===== config.mk =====
export PLATFORM = sky130hd
export DESIGN_NAME = pktbuf_arbiter
export DESIGN_NICKNAME = d
export VERILOG_FILES = /design/src/rtl/pktbuf_arbiter_pkg.sv /design/src/rtl/pktbuf_state.sv /design/src/rtl/pktbuf_arbiter.sv
export SDC_FILE = /design/constraint.sdc
export NUM_CORES = 1
export LEC_CHECK = 0
export ABC_AREA = 1
export CELL_PAD_IN_SITES_DETAIL_PLACEMENT = 0
export CELL_PAD_IN_SITES_GLOBAL_PLACEMENT = 1
export CORE_UTILIZATION = 34
export DETAILED_ROUTE_END_ITERATION = 12
export GPL_TIMING_DRIVEN = 0
export PLACE_DENSITY_LB_ADDON = 0.1
export SETUP_SLACK_MARGIN = 0.3
export SLEW_MARGIN = 10
export SYNTH_ARGS = -nofsm -noshare
export SYNTH_HDL_FRONTEND = slang
export SYNTH_SLANG_ARGS = --single-unit
export TNS_END_PERCENT = 100

===== constraint.sdc =====
create_clock -name clk -period 1.9 [get_ports clk]
set_input_delay 0.285 -clock clk [delete_from_list [all_inputs] [get_ports clk]]
set_output_delay 0.285 -clock clk [all_outputs]
set_load 0.005 [all_outputs]

===== src/rtl/pktbuf_arbiter_pkg.sv =====
// Shared definitions for the ping/pang/pung packet-buffer arbiter:
// select encodings, per-buffer state enumeration and ring stepping.
package pktbuf_arbiter_pkg;

    localparam logic [1:0] SEL_NONE = 2'b00;
    localparam logic [1:0] SEL_PING = 2'b01;
    localparam logic [1:0] SEL_PANG = 2'b10;
    localparam logic [1:0] SEL_PUNG = 2'b11;

    localparam int unsigned NUM_BUFS = 3;

    typedef enum logic [2:0] {
        BUF_EMPTY    = 3'd0,
        BUF_SN       = 3'd1,
        BUF_WAIT_CPU = 3'd2,
        BUF_CPU      = 3'd3,
        BUF_WAIT_FWD = 3'd4,
        BUF_FWD      = 3'd5,
        BUF_REJ      = 3'd6
    } buf_state_e;

    // Pointers only ever hold ping/pang/pung; anything else restarts at ping.
    function automatic logic [1:0] ring_inc(input logic [1:0] sel);
        case (sel)
            SEL_PING: return SEL_PANG;
            SEL_PANG: return SEL_PUNG;
            default:  return SEL_PING;
        endcase
    endfunction

endpackage


===== src/rtl/pktbuf_state.sv =====
// Lifecycle of one packet buffer: snooper fill, CPU filter, forwarder drain
// or reject-free. All qualifying events come from pktbuf_arbiter.
module pktbuf_state
    import pktbuf_arbiter_pkg::*;
(
    input  logic       clk,
    input  logic       rst_n,
    input  logic       sn_grant,
    input  logic       sn_rel,
    input  logic       cpu_grant,
    input  logic       cpu_acc,
    input  logic       cpu_rej,
    input  logic       fwd_grant,
    input  logic       fwd_rel,
    input  logic       rej_free,
    output buf_state_e state
);

    buf_state_e state_q;
    buf_state_e state_d;

    always_ff @(posedge clk or negedge rst_n) begin
        if (!rst_n) begin
            state_q <= BUF_EMPTY;
        end else begin
            state_q <= state_d;
        end
    end

    always_comb begin
        state_d = state_q;
        case (state_q)
            BUF_EMPTY:    if (sn_grant)  state_d = BUF_SN;
            BUF_SN:       if (sn_rel)    state_d = BUF_WAIT_CPU;
            BUF_WAIT_CPU: if (cpu_grant) state_d = BUF_CPU;
            BUF_CPU: begin
                // Reject dominates a simultaneous accept.
                if (cpu_rej)      state_d = BUF_REJ;
                else if (cpu_acc) state_d = BUF_WAIT_FWD;
            end
            BUF_WAIT_FWD: if (fwd_grant) state_d = BUF_FWD;
            BUF_FWD:      if (fwd_rel)   state_d = BUF_EMPTY;
            BUF_REJ:      if (rej_free)  state_d = BUF_EMPTY;
            default:                     state_d = BUF_EMPTY;
        endcase
    end

    assign state = state_q;

endmodule


===== src/rtl/pktbuf_arbiter.sv =====
// Three-buffer ring arbiter between snooper, CPU filter and forwarder.
// Optional statistics counters are built when PKTBUF_ARB_STATS_EN is defined.
module pktbuf_arbiter
    import pktbuf_arbiter_pkg::*;
#(
    parameter int unsigned CNT_WIDTH = 32
) (
    input  logic                 clk,
    input  logic                 rst_n,
    input  logic                 sn_done,
    input  logic                 cpu_acc,
    input  logic                 cpu_rej,
    input  logic                 fwd_done,
    output logic [1:0]           sn_sel,
    output logic [1:0]           cpu_sel,
    output logic [1:0]           fwd_sel,
    output logic                 sn_rdy,
    output logic                 cpu_rdy,
    output logic                 fwd_rdy
`ifdef PKTBUF_ARB_STATS_EN
    ,
    output logic [CNT_WIDTH-1:0] acc_cnt,
    output logic [CNT_WIDTH-1:0] rej_cnt,
    output logic [CNT_WIDTH-1:0] fwd_cnt
`endif
);

    if (CNT_WIDTH < 1) begin : g_cnt_width_check
        $error("pktbuf_arbiter: CNT_WIDTH must be at least 1");
    end

    logic [1:0] sn_sel_q, cpu_sel_q, fwd_sel_q;
    logic [1:0] sn_ptr_q, cpu_ptr_q, fwd_ptr_q;

    buf_state_e buf_st [NUM_BUFS];

    logic [NUM_BUFS-1:0] sn_grant, sn_rel_v;
    logic [NUM_BUFS-1:0] cpu_grant, cpu_acc_v, cpu_rej_v;
    logic [NUM_BUFS-1:0] fwd_grant, fwd_rel_v, rej_free;

    logic sn_busy, cpu_busy, fwd_busy;
    logic sn_rel, cpu_rel, cpu_acc_ok, cpu_rej_ok, fwd_rel;

    assign sn_busy  = (sn_sel_q  != SEL_NONE);
    assign cpu_busy = (cpu_sel_q != SEL_NONE);
    assign fwd_busy = (fwd_sel_q != SEL_NONE);

    // Pulses only count while the agent actually owns a buffer.
    assign sn_rel     = sn_done  && sn_busy;
    assign cpu_rej_ok = cpu_rej  && cpu_busy;
    assign cpu_acc_ok = cpu_acc  && !cpu_rej && cpu_busy;
    assign cpu_rel    = cpu_acc_ok || cpu_rej_ok;
    assign fwd_rel    = fwd_done && fwd_busy;

    for (genvar g = 0; g < NUM_BUFS; g++) begin : g_buf
        localparam logic [1:0] BUF_SEL = 2'(g + 1);

        assign sn_grant[g]  = !sn_busy  && (sn_ptr_q  == BUF_SEL) && (buf_st[g] == BUF_EMPTY);
        assign cpu_grant[g] = !cpu_busy && (cpu_ptr_q == BUF_SEL) && (buf_st[g] == BUF_WAIT_CPU);
        assign fwd_grant[g] = !fwd_busy && (fwd_ptr_q == BUF_SEL) && (buf_st[g] == BUF_WAIT_FWD);
        assign rej_free[g]  = !fwd_busy && (fwd_ptr_q == BUF_SEL) && (buf_st[g] == BUF_REJ);

        assign sn_rel_v[g]  = sn_rel     && (sn_sel_q  == BUF_SEL);
        assign cpu_acc_v[g] = cpu_acc_ok && (cpu_sel_q == BUF_SEL);
        assign cpu_rej_v[g] = cpu_rej_ok && (cpu_sel_q == BUF_SEL);
        assign fwd_rel_v[g] = fwd_rel    && (fwd_sel_q == BUF_SEL);

        pktbuf_state u_state (
            .clk       (clk),
            .rst_n     (rst_n),
            .sn_grant  (sn_grant[g]),
            .sn_rel    (sn_rel_v[g]),
            .cpu_grant (cpu_grant[g]),
            .cpu_acc   (cpu_acc_v[g]),
            .cpu_rej   (cpu_rej_v[g]),
            .fwd_grant (fwd_grant[g]),
            .fwd_rel   (fwd_rel_v[g]),
            .rej_free  (rej_free[g]),
            .state     (buf_st[g])
        );
    end

    always_ff @(posedge clk or negedge rst_n) begin
        if (!rst_n) begin
            sn_sel_q  <= SEL_NONE;
            cpu_sel_q <= SEL_NONE;
            fwd_sel_q <= SEL_NONE;
            sn_ptr_q  <= SEL_PING;
            cpu_ptr_q <= SEL_PING;
            fwd_ptr_q <= SEL_PING;
        end else begin
            if (sn_rel) begin
                sn_sel_q <= SEL_NONE;
                sn_ptr_q <= ring_inc(sn_ptr_q);
            end else if (|sn_grant) begin
                sn_sel_q <= sn_ptr_q;
            end

            if (cpu_rel) begin
                cpu_sel_q <= SEL_NONE;
                cpu_ptr_q <= ring_inc(cpu_ptr_q);
            end else if (|cpu_grant) begin
                cpu_sel_q <= cpu_ptr_q;
            end

            // A rejected buffer is skipped by the forwarder without a grant.
            if (fwd_rel) begin
                fwd_sel_q <= SEL_NONE;
                fwd_ptr_q <= ring_inc(fwd_ptr_q);
            end else if (|fwd_grant) begin
                fwd_sel_q <= fwd_ptr_q;
            end else if (|rej_free) begin
                fwd_ptr_q <= ring_inc(fwd_ptr_q);
            end
        end
    end

    assign sn_sel  = sn_sel_q;
    assign cpu_sel = cpu_sel_q;
    assign fwd_sel = fwd_sel_q;
    assign sn_rdy  = sn_busy;
    assign cpu_rdy = cpu_busy;
    assign fwd_rdy = fwd_busy;

`ifdef PKTBUF_ARB_STATS_EN
    logic [CNT_WIDTH-1:0] acc_cnt_q, rej_cnt_q, fwd_cnt_q;

    always_ff @(posedge clk or negedge rst_n) begin
        if (!rst_n) begin
            acc_cnt_q <= '0;
            rej_cnt_q <= '0;
            fwd_cnt_q <= '0;
        end else begin
            if (cpu_acc_ok && (acc_cnt_q != '1)) acc_cnt_q <= acc_cnt_q + 1'b1;
            if (cpu_rej_ok && (rej_cnt_q != '1)) rej_cnt_q <= rej_cnt_q + 1'b1;
            if (fwd_rel    && (fwd_cnt_q != '1)) fwd_cnt_q <= fwd_cnt_q + 1'b1;
        end
    end

    assign acc_cnt = acc_cnt_q;
    assign rej_cnt = rej_cnt_q;
    assign fwd_cnt = fwd_cnt_q;
`endif

endmodule


==> run summary, run 1 <==
Entering global routing, the biggest net connects 22 pins. In this run, synthesis produced a sequential element count of 21. The worst path needs 1.53 ns of the cycle, external delays included. The number of levels in the clock H-tree is 1.

For the floorplan row count, the log shows 24. The total of buffers placed on input and output ports was 14. Length of the first detailed-routing pass in iterations: 4. The via density per instance was 4.77; the number of placed I/O pins was 15. Across the run, the number of max-cap violations was 0. The run finished with clean final reports. The fraction of layout cells with a size suffix above 1 is 16.8%. The worst-case IR drop observed on VDD is 0.766 mV. The tools report the count of placed standard cells in the final layout, fillers left out as 337. The most common library cell in the layout ignoring fill and taps was sky130_fd_sc_hd__nand2_1.

Number of routed nets with antenna violations: 0. The first global-routing pass estimated 7060 microns of wire. The tools report the number of global-route vias before repair as 1,518. The tools report the global placer's final weighted congestion as 0.853.

When the netlist entered floorplanning its net count stood at 268. From left edge to right edge, the die measures 71.4 microns. Derived from the worst setup path, the maximum achievable clock frequency is 655 MHz. Setup violations remaining at the end of the flow were counted as 0. The worst reg-to-reg setup slack came out at 0.37 ns. STA classifies the critical path endpoint as a flop. In this run the vertical extent of the chip is 71.4 microns. Clock skew after layout: 0.00139 ns.

The initial antenna violation count came out at 0. 0 antenna diodes ended up in the layout. Setup slack on the critical path of the routed design comes to 0.373 ns. For the count of cell types in the netlist, the log shows 21.

Element type at the critical path start: a flop. The final count of hold timing violations is 0. Placed cell area: 1840 sq um.

For the number of max-slew violations in the final report, the log shows 0. The total number of vias was 1,608. Timing analysis after detailed placement gives a worst setup slack of 0.212 ns. The floorplan step defined a die boundary enclosing 5100 sq um.

The utilization after layout came out at 45.1%. Relative to the synthesized area, the layout overhead comes to 24.0%. Overall power consumption after layout is estimated at 3.38 mW. The min-delay analysis places its worst path in the category flop to flop. The cell count after synthesis came out at 253.

Clock-pin slew was measured on the worst setup and hold paths at 0.09 ns. After detailed routing, the number of remaining DRC violations is 0. After layout, the worst path uses 80.3% of the clock period. CTS saw 21 sinks.

On the final layout, the worst hold slack is 0.499 ns. At the worst endpoint, the arrival time is 1.69 ns. The overall overflow remaining after global route was 0; the hold buffer count at cts was 0.

The synthesized netlist occupies a cell area of 1640 sq um. The logs give 32.3% for the register area share after synthesis and 32.9% for the normalized max-slew margin. The tree is rooted in a sky130_fd_sc_hd__clkbuf_8.

In this run the power density over the cells is 1660 nW/um^2. The critical path class was flop to flop. The tools report the leakage power total as 1.12 nW. Along the worst path, the maximum fanout reaches 5. The number of buffers added by the clock tree synthesis step is 3, and the mean routed wirelength per cell is 12.2 microns. The region available for standard cell placement spans 4500 sq um. The final layout contains routed wiring with a total length of 4120 microns. For the total negative slack, the log shows 0 ns.

TritonCTS built the clock tree. The detailed placer's ending HPWL was 3080 microns; the slew at the pin closest to its max-slew limit was 1.00 ns. Later-pin clock latency in the skew report: 0.26 ns. The tools report the count of nets after finishing as 301. The clock passes through at most 2 buffers. The number of warnings issued by yosys was 0; the overall routing resource usage was 17.5%. Setup repair after global routing could not meet its margin everywhere. Once the floorplan was initialized, standard cells occupied 36.3% of the core.

Each instance of the synthesized netlist takes up on average 6.47 sq um. In the layout the commonest cells are sky130_fd_sc_hd__nand2_1 (76), sky130_fd_sc_hd__inv_1 (37), sky130_fd_sc_hd__nor2_1 (37). The detailed router finished its first iteration with 97 violations. Data on the critical path is required at its endpoint by 2.06 ns.

The logs give 319 for the total instance count after detailed placement and 2030 sq um for the final instance area.
cells by family after synthesis:
| logic type | synth area share (%) |
|---|---|
| AOI/OAI and AO/OA | 6.04 |
| adders and majority gates | 6.88 |
| buffers and inverters | 9.94 |
| DFF | 32.3 |
| and+or+nand+nor | 44.8 |
sequential cells by signal (all words and copies together), names as in the netlist:
| register | cells |
|---|---|
| fwd_sel | 2 |
| sn_ptr_q | 2 |
| sn_sel | 2 |
| fwd_ptr_q | 2 |
| cpu_sel | 2 |
| g_buf.u_state.state | 9 |
| cpu_ptr_q | 2 |
worst max-delay path: stages, from the launching register on:
cell and delay (ns):
sky130_fd_sc_hd__dfrtp_2 0.43, sky130_fd_sc_hd__buf_4 0.15, sky130_fd_sc_hd__nor2_4 0.15, sky130_fd_sc_hd__nand2_2 0.09, sky130_fd_sc_hd__buf_4 0.13, sky130_fd_sc_hd__nand2_1 0.07
sky130_fd_sc_hd__nand2_1 0.07, sky130_fd_sc_hd__nor2_2 0.15, sky130_fd_sc_hd__nand2_1 0.08, sky130_fd_sc_hd__nand2_1 0.06, sky130_fd_sc_hd__nand2_1 0.05
Yosys cell counts (all sizes together):
library cell,n,area (sq um)
or2,2,12.5
buf,3,23.8
nand4,7,43.8
inv,37,139
a31oi,3,18.8
nand2,79,302
o21ai,9,45.0
dfstp,3,78.8
nand3b,2,15.0
nor2,46,205
a21oi,1,5.00
dfrtp,18,450
ha,9,113
nand3,30,155
o21bai,4,30.0
final cells by class:
| class | instances | area (sq um) |
|---|---|---|
| fillers | 484 | 2470 |
| multi-input cells | 192 | 965 |
| clock buffers | 4 | 45.0 |
| well taps | 52 | 65.1 |
| plain buffers | 3 | 23.8 |
| repair buffers | 28 | 255 |
| inverters | 37 | 139 |
| flip-flops and latches | 21 | 537 |
where the power goes:
part           total (mW)  switching [mW]  leakage, nW  internal [mW]
sequential          0.912           0.221        0.253          0.691
combinational        2.15            1.22        0.843          0.937
clock               0.312           0.162       0.0228          0.150
per-layer routing:
| layer | routed length, microns | global-route usage (%) |
|---|---|---|
| met1 | 2110 | 24.9 |
| met2 | 1850 | 28.8 |
| met3 | 132 | 2.11 |
| met4 | 25 | 3.33 |
| met5 | 0 | 0 |
timing repair:
item	in CTS	in global routing
setup endpoints to repair	3	11
buffers inserted	6	8
pin swaps	2	6
gates resized for setup	5	11
final timing paths:
check	start	endpoint	cells past startpoint
setup reg to reg	fwd_sel[1]	g_buf[1].u_state.state[1]	10
hold reg to reg	fwd_ptr_q[0]	fwd_ptr_q[0]	2
setup / recovery	fwd_sel[1]	g_buf[1].u_state.state[1]	10
hold / removal	fwd_ptr_q[0]	fwd_ptr_q[0]	2
min in group asynchronous	rst_n	sn_ptr_q[1]	1
max in group asynchronous	rst_n	cpu_sel[0]	1
No activity file was read; power rests on OpenSTA's default activity.
==> run 2: changes to the inputs <==
clock period = 1.3 ns   (was 1.9 ns; I/O delays follow)
==> run 2 against run 1 <==
  * The run now ends with DRC, hold timing, setup timing left
  * Power rose by 74%
  * Count of clock-buffer cells in the layout did not move
  * First-iteration DRC count grew 15%
  * Non-clock buffer count is 6 higher
  * Sequential power grew 50%
  * Via count grew 2.3%
  * Critical path type unchanged
  * Critical endpoint is now fwd_ptr_q[1]
  * Highest routed layer unchanged
==> run summary, run 2 (synthesis gave the netlist of run 1 again) <==
The run gives 0.00362 ns (+0.00224 ns) as the clock skew after layout. The initial antenna violation count is 0 (unchanged). The first-pass GRT wire length is 7050 microns (about the same).

The tools report the total DRC errors in the routed layout as 2 (+2). The tools report the length of the first detailed-routing pass in iterations as 8 (+4). The post-layout minimum cycle time is 1.47 ns (-0.0611 ns). Leaving out fill and tap cells, the most frequent cell in the layout is sky130_fd_sc_hd__nand2_1. The tools report the placeable core region as 4500 sq um (unchanged). The worst setup path is captured at a flop. The die height works out to 71.4 microns (unchanged). Full die area: 5100 sq um (unchanged). The tools report the later-pin clock latency in the skew report as 0.26 ns (about the same). The most numerous cell type found on the critical path is sky130_fd_sc_hd__nand2_2. The die width is 71.4 microns (unchanged). The tools report the overall overflow remaining after global route as 0 (unchanged). The critical path goes through inv_2, ha_4, nand2_4, inv_2, nand2_2, nand2_2, nor2_4, nand2_2, nand2_2, nand2_1. The number of placed I/O pins is 15 (unchanged), and the hold buffer count at cts is 0 (unchanged). For the normalized max-slew margin, the log shows 62.0% (+29 points). Power density over the cells: 2510 nW/um^2 (+51%). The tools report the count of nets after finishing as 307 (+2.0%). The checks that failed: DRC, hold timing, setup timing.

Maximum clock frequency: 682 MHz (+4.2%). The fraction of layout cells with a size suffix above 1 is 40.9% (+24 points), and the number of levels in the clock H-tree is 1 (unchanged). The maximum VDD drop is 0.937 mV (+22%). The tools report the total of max-cap violations as 0 (unchanged).

The tightest min-delay check is of the input pin to asynchronous set/reset pin type. The detailed placer's ending HPWL is 3030 microns (-1.7%). The critical-path maximum fanout is 4 (-1), and the total of buffers placed on input and output ports is 14 (unchanged). The floorplan row count was 24 (unchanged).

The final count of hold timing violations came out at 18 (+18). The cell at the root of the clock tree is sky130_fd_sc_hd__clkbuf_8. For the critical path data required time, the log shows 1.46 ns (-0.60 ns). Slowest library cell on the worst path: sky130_fd_sc_hd__dfstp_2. The via density per instance is 4.80 (+0.51%), and the slew at the pin closest to its max-slew limit is 0.571 ns (-0.433 ns). The fraction of the cycle the final worst path needs was 113% (+32 points); the final-layout fill cell count was 465 (-3.9%). The number of setup violations in the final report was 13 (+13); the post-detailed-routing wire length was 4220 microns (+2.5%). For the leakage power total, the log shows 1.17 nW (+5.0%).

For the global placer's final weighted congestion, the log shows 0.819 (-4.0%). The utilization after layout was 51.9% (+6.9 points). TritonCTS built the clock tree. Initial DRC count: 112 (+15%). The mean routed wirelength per cell was 12.3 microns (+0.66%).

The logs give 22 (unchanged) for the maximum number of pins on one net before global-route repair and 36.3% (unchanged) for the initial core utilization. The critical path class was flop to flop. The number of buffers added by the clock tree synthesis step was 3 (unchanged). The flow ran to the end, but the final reports show violations. The flip-flop count of the largest register, all copies and words added works out to 9 (unchanged). The worst-case setup margin in the final layout was -0.165 ns (-0.539 ns). The worst hold margin is -0.0947 ns (-0.593 ns), and the clock transition at the registers of the reported paths is 0.09 ns (about the same). The number of antenna diodes came out at 0 (unchanged). The tools report the number of routed nets with antenna violations as 0 (unchanged).

The total number of vias is 1,645 (+2.3%). STA classifies the critical path startpoint as a flop. The logs give 21 (unchanged) for the number of clock sinks and 0 (unchanged) for the number of max-slew violations in the final report.

Setup repair after global routing could not meet its margin everywhere. The number of global-route vias before repair was 1,529 (+0.72%); the arrival time of data at the critical path endpoint was 1.63 ns (-0.06 ns). The worst stage delay on the critical path was 0.62 ns (+0.19 ns). The clock tree buffer depth was 2 (unchanged); the synthesis-to-finish area growth was 42.9%. The overall routing resource usage is 17.5% (unchanged).

The top cell types in the final layout, fill and taps aside, are sky130_fd_sc_hd__nand2_1 (54), sky130_fd_sc_hd__inv_1 (27), sky130_fd_sc_hd__nor2_1 (26). The total negative slack is -1.17 ns (-1.17 ns).
[run 2: cell types whose count changed in the layout (fill, tap and decap cells not counted), moves of 6 or more]
cell | previous run | this run
sky130_fd_sc_hd__clkdlybuf4s50_1 | 10 | 3
sky130_fd_sc_hd__nand2_2 | 3 | 22
sky130_fd_sc_hd__buf_2 | 1 | 7
sky130_fd_sc_hd__ha_4 | 0 | 6
sky130_fd_sc_hd__nor2_4 | 3 | 15
sky130_fd_sc_hd__buf_6 | 1 | 14
sky130_fd_sc_hd__nor2_1 | 37 | 26
sky130_fd_sc_hd__nand2_1 | 76 | 54
sky130_fd_sc_hd__inv_1 | 37 | 27
sky130_fd_sc_hd__inv_2 | 0 | 8
[run 2: worst max-delay path, delay by kind of cell (launching register included)]
family	cells	cell delay (ns)
fa+ha+maj	1	0.16
buf+inv	2	0.09
flops	1	0.62
simple gates	7	0.48
[run 2: power by group]
group | switching, mW | internal (mW) | total, mW | leakage (nW)
registers | 0.360 | 1.01 | 1.37 | 0.252
logic | 2.25 | 1.79 | 4.04 | 0.900
clock network | 0.241 | 0.219 | 0.460 | 0.0228
total | 2.85 | 3.02 | 5.87 | 1.17
[run 2: per-stage QoR]
stage | instance area (sq um) | instances | worst slack, ns | power [mW]
2_1_floorplan | 1710 | 253 | -0.0674 | 3.49
3_3_place_gp | 1910 | 319 | -0.348 | 4.34
3_5_place_dp | 1910 | 319 | -0.346 | 4.32
4_1_cts | 2170 | 341 | -0.128 | 5.38
5_1_grt | 2340 | 343 | -0.264 | 6.47
6_report | 2340 | 343 | -0.165 | 5.87
[run 2: worst paths after layout]
| kind | to | depth (start not counted) | from | slack [ns] |
|---|---|---|---|---|
| max | fwd_ptr_q[1] | 10 | fwd_ptr_q[0] | -0.17 |
| min | g_buf[0].u_state.state[2] | 1 | rst_n | -0.09 |
| max reg2reg | fwd_ptr_q[1] | 10 | fwd_ptr_q[0] | -0.17 |
| min reg2reg | g_buf[2].u_state.state[1] | 3 | g_buf[2].u_state.state[1] | 0.59 |
| max in group asynchronous | fwd_sel[1] | 1 | rst_n | 0.98 |
| min in group clk | sn_ptr_q[0] | 5 | sn_done | 0.38 |
[run 2: routing by layer]
metal	vias to the layer above	GRT usage [%]	part of all wire, %	wire length [microns]
met5	-	0	0	0
met2	16	28.1	47	1990
met4	0	4.00	0.59	25
met1	755	25.5	51	2130
li1	872	-	-	-
met3	2	1.69	1.8	75
[run 2: cell type report]
type | count | area, sq um | area share, %
buffer | 3 | 30.0 | 1.28
clock buffer | 4 | 45.0 | 1.93
inverter | 37 | 145 | 6.21
multi-input combinational | 192 | 1220 | 52.3
sequential | 21 | 538 | 23.0
tap | 52 | 65.1 | 2.78
timing repair buffer | 34 | 293 | 12.5
[run 2: what timing repair did]
action,4_1_cts,5_1_grt
buffers inserted,18,2
hold endpoints to repair,0,18
pin swaps,13,30
setup endpoints to repair,51,48
resized for setup,78,47
==> run 3: changes to the inputs <==
CORE_UTILIZATION = 36   (was 34)
==> run 3 against run 2 <==
  * The flow finishes with violations (hold timing, setup timing)
  * Largest cell class unchanged
  * Cell count grew 1.2%
  * Via count up 2.7%
  * Flip-flop and latch count unchanged
  * Die area shrank 5.4%
  * Sequential share of layout area grew 0.49 points
  * Maximum frequency increased by 1.9%
  * Setup slack better by 0.027 ns
  * Critical endpoint is now g_buf[0].u_state.state[1]
==> run summary, run 3 (synthesis gave the netlist of run 1 again) <==
Buffers plus inverters on the worst setup path: 0 (-2). The clock tree buffer depth was 2 (unchanged); the number of clock sinks was 21 (unchanged). The run gives 4090 microns (-3.1%) as the post-detailed-routing wire length.

The logs give 3 (unchanged) for the number of buffers added by the clock tree synthesis step and 1 (unchanged) for the number of levels in the clock H-tree. The cell repeated most along the worst path is sky130_fd_sc_hd__nand2_1. The tools report the total number of vias as 1,690 (+2.7%). Cell at the root of the clock tree: sky130_fd_sc_hd__clkbuf_8. The mean routed wirelength per cell is 11.8 microns (-4.2%), and the count of nets after finishing is 311 (+1.3%). The tools report the endpoint of the worst-slack reg-to-reg timing path as g_buf[0].u_state.state[1]. The logs give 0 (unchanged) for the initial antenna violation count and 1.60 ns (-0.03 ns) for the arrival time of data at the critical path endpoint. The run gives 1.46 ns (about the same) as the critical path data required time. Grouping stages by cell kind, the critical path spends the most delay in flip-flops.

Maximum number of pins on one net before global-route repair: 22 (unchanged). The synthesis-to-finish area growth came out at 39.9%. The number of placed I/O pins is 15 (unchanged), and the floorplan row count is 24 (unchanged). STA classifies the critical path startpoint as a flop. The checks that failed: hold timing, setup timing.

The flip-flop count of the largest register, all copies and words added came out at 9 (unchanged). The most common library cell in the layout ignoring fill and taps is sky130_fd_sc_hd__nand2_1. The tools report the number of global-route vias before repair as 1,579 (+3.3%). Setup repair after global routing could not meet its margin everywhere. The number of cells traversed by the worst register-to-register path is 8 (-2), and the number of setup violations in the final report is 12 (-1). The critical-path maximum fanout was 5 (+1). The run finished, with violations left. The critical path capture point type is a flop.

The maximum clock frequency was 695 MHz (+1.9%); the worst-case setup margin in the final layout was -0.139 ns (+0.0269 ns). The worst stage delay on the critical path works out to 0.59 ns (-0.03 ns). The detailed placer's ending HPWL came out at 3020 microns (-0.33%).

The run gives -0.0933 ns (+0.00137 ns) as the worst hold margin. The startpoint identified for the worst register-to-register timing path is fwd_ptr_q[0]. The classification of the worst-slack hold path was input pin to asynchronous set/reset pin. The logs give -0.14 ns (+0.03 ns) for the worst reg-to-reg setup slack and 1.01 mV (+7.3%) for the maximum VDD drop. TritonCTS built the clock tree.

For the first-pass GRT wire length, the log shows 7170 microns (+1.7%). Fraction of the cycle the final worst path needs: 111% (-2.1 points). The full die area came out at 4820 sq um (-5.4%). The clock transition at the registers of the reported paths came out at 0.08 ns (about the same).

On the critical path, the stage with the largest delay is an instance of sky130_fd_sc_hd__dfstp_2. The run gives 0 (unchanged) as the number of max-slew violations in the final report. The critical path is of the flop to flop type. The total of buffers placed on input and output ports was 14 (unchanged); the leakage power total was 1.18 nW (+0.37%).

The normalized max-slew margin was 62.3% (+0.35 points); the slew at the pin closest to its max-slew limit was 0.565 ns (-0.00523 ns). The hold buffer count at cts is 0 (unchanged), and the fraction of layout cells with a size suffix above 1 is 36.6% (-4.3 points). The logs give 0.26 ns (about the same) for the later-pin clock latency in the skew report and 0.768 (-6.2%) for the global placer's final weighted congestion. The die width works out to 69.4 microns (-2.7%). The initial DRC count is 96 (-14%), and the number of routed nets with antenna violations is 0 (unchanged). The post-layout minimum cycle time was 1.44 ns (-0.0269 ns); the die height was 69.4 microns (-2.7%). Clock skew after layout: 0.00266 ns (-0.000960 ns). The via density per instance came out at 4.87 (+1.6%). The total of max-cap violations was 0 (unchanged); the total DRC errors in the routed layout was 0 (-2). The top cell types in the final layout, fill and taps aside, are sky130_fd_sc_hd__nand2_1 (70), sky130_fd_sc_hd__inv_1 (29), sky130_fd_sc_hd__nand3_1 (23). Initial core utilization: 37.6% (+1.3 points). The final count of hold timing violations is 18 (unchanged), and the overall overflow remaining after global route is 0 (unchanged).

The post-layout total power is 5.68 mW (-3.2%). The logs give -0.344 ns (+0.00219 ns) for the worst-case setup slack after placement and 0 (unchanged) for the number of antenna diodes. The logs give 18.4% (+0.83 points) for the overall routing resource usage and 4 (-4) for the length of the first detailed-routing pass in iterations. The signal on the critical path passes through ha_2, nand2_2, nand2_1, nand2_1, nor2_2, nand2_1, nand2_1, nand2_1. The placeable core region was 4350 sq um (-3.3%); the power density over the cells was 2480 nW/um^2 (-1.2%).
## run 3: area by class of cell
| class | instances | area [sq um] |
|---|---|---|
| repair buffers | 38 | 342 |
| flip-flops and latches | 21 | 538 |
| fillers | 430 | 2060 |
| well taps | 52 | 65.1 |
| multi-input cells | 192 | 1130 |
| clock buffers | 4 | 45.0 |
| inverters | 37 | 139 |
| plain buffers | 3 | 26.3 |
## run 3: repair_timing
action / CTS / global route
pin swaps: 23 / 7
endpoints found under the setup margin: 51 / 48
resized for setup: 87 / 16
hold endpoints to repair: 0 / 18
buffers inserted: 20 / 4
## run 3: worst register-to-register path: stages, from the launching register on
cell and delay (ns):
sky130_fd_sc_hd__dfstp_2 0.59, sky130_fd_sc_hd__ha_2 0.21, sky130_fd_sc_hd__nand2_2 0.06, sky130_fd_sc_hd__nand2_1 0.09, sky130_fd_sc_hd__nand2_1 0.07, sky130_fd_sc_hd__nor2_2 0.13, sky130_fd_sc_hd__nand2_1 0.09, sky130_fd_sc_hd__nand2_1 0.06
sky130_fd_sc_hd__nand2_1 0.05
## run 3: worst max-delay path by stage
stage,slack (ns),cells past startpoint,endpoint,from
2_1_floorplan,-0.07,10,fwd_ptr_q[1],fwd_ptr_q[0]
3_3_place_gp,-0.35,8,g_buf[2].u_state.state[1],cpu_rej
3_5_place_dp,-0.34,8,g_buf[2].u_state.state[1],cpu_rej
4_1_cts,-0.14,8,g_buf[0].u_state.state[2],fwd_ptr_q[0]
5_1_grt,-0.26,8,fwd_ptr_q[1],fwd_ptr_q[0]
6_report,-0.14,8,g_buf[0].u_state.state[1],fwd_ptr_q[0]
## run 3: per-layer routing
layer	share of wire, %	up-vias	global-route usage, %	routed length, microns
met4	1.1	0	4.76	44
met5	0	-	0	0
met2	48	25	29.6	1970
li1	-	885	-	-
met1	48	775	25.7	1960
met3	2.8	5	2.76	114
## run 3: through the flow
stage | hold slack, ns | TNS, ns | instance area (sq um) | utilization, % | std cells
2_1_floorplan | -0.101 | -0.143 | 1710 | - | 253
3_3_place_gp | 0.504 | -6.08 | 1910 | 43.9 | 319
3_5_place_dp | 0.513 | -6.21 | 1910 | 43.9 | 319
4_1_cts | 0.242 | -1.21 | 2200 | 50.6 | 343
5_1_grt | -0.0451 | -2.85 | 2290 | 52.6 | 347
6_report | -0.0933 | -1.18 | 2290 | 52.6 | 347
## run 3: power breakdown
group | switching (mW) | internal (mW) | total (mW)
Sequential | 0.354 | 1.01 | 1.37
Clock | 0.231 | 0.219 | 0.450
Combinational | 2.08 | 1.79 | 3.87
Total | 2.66 | 3.02 | 5.68
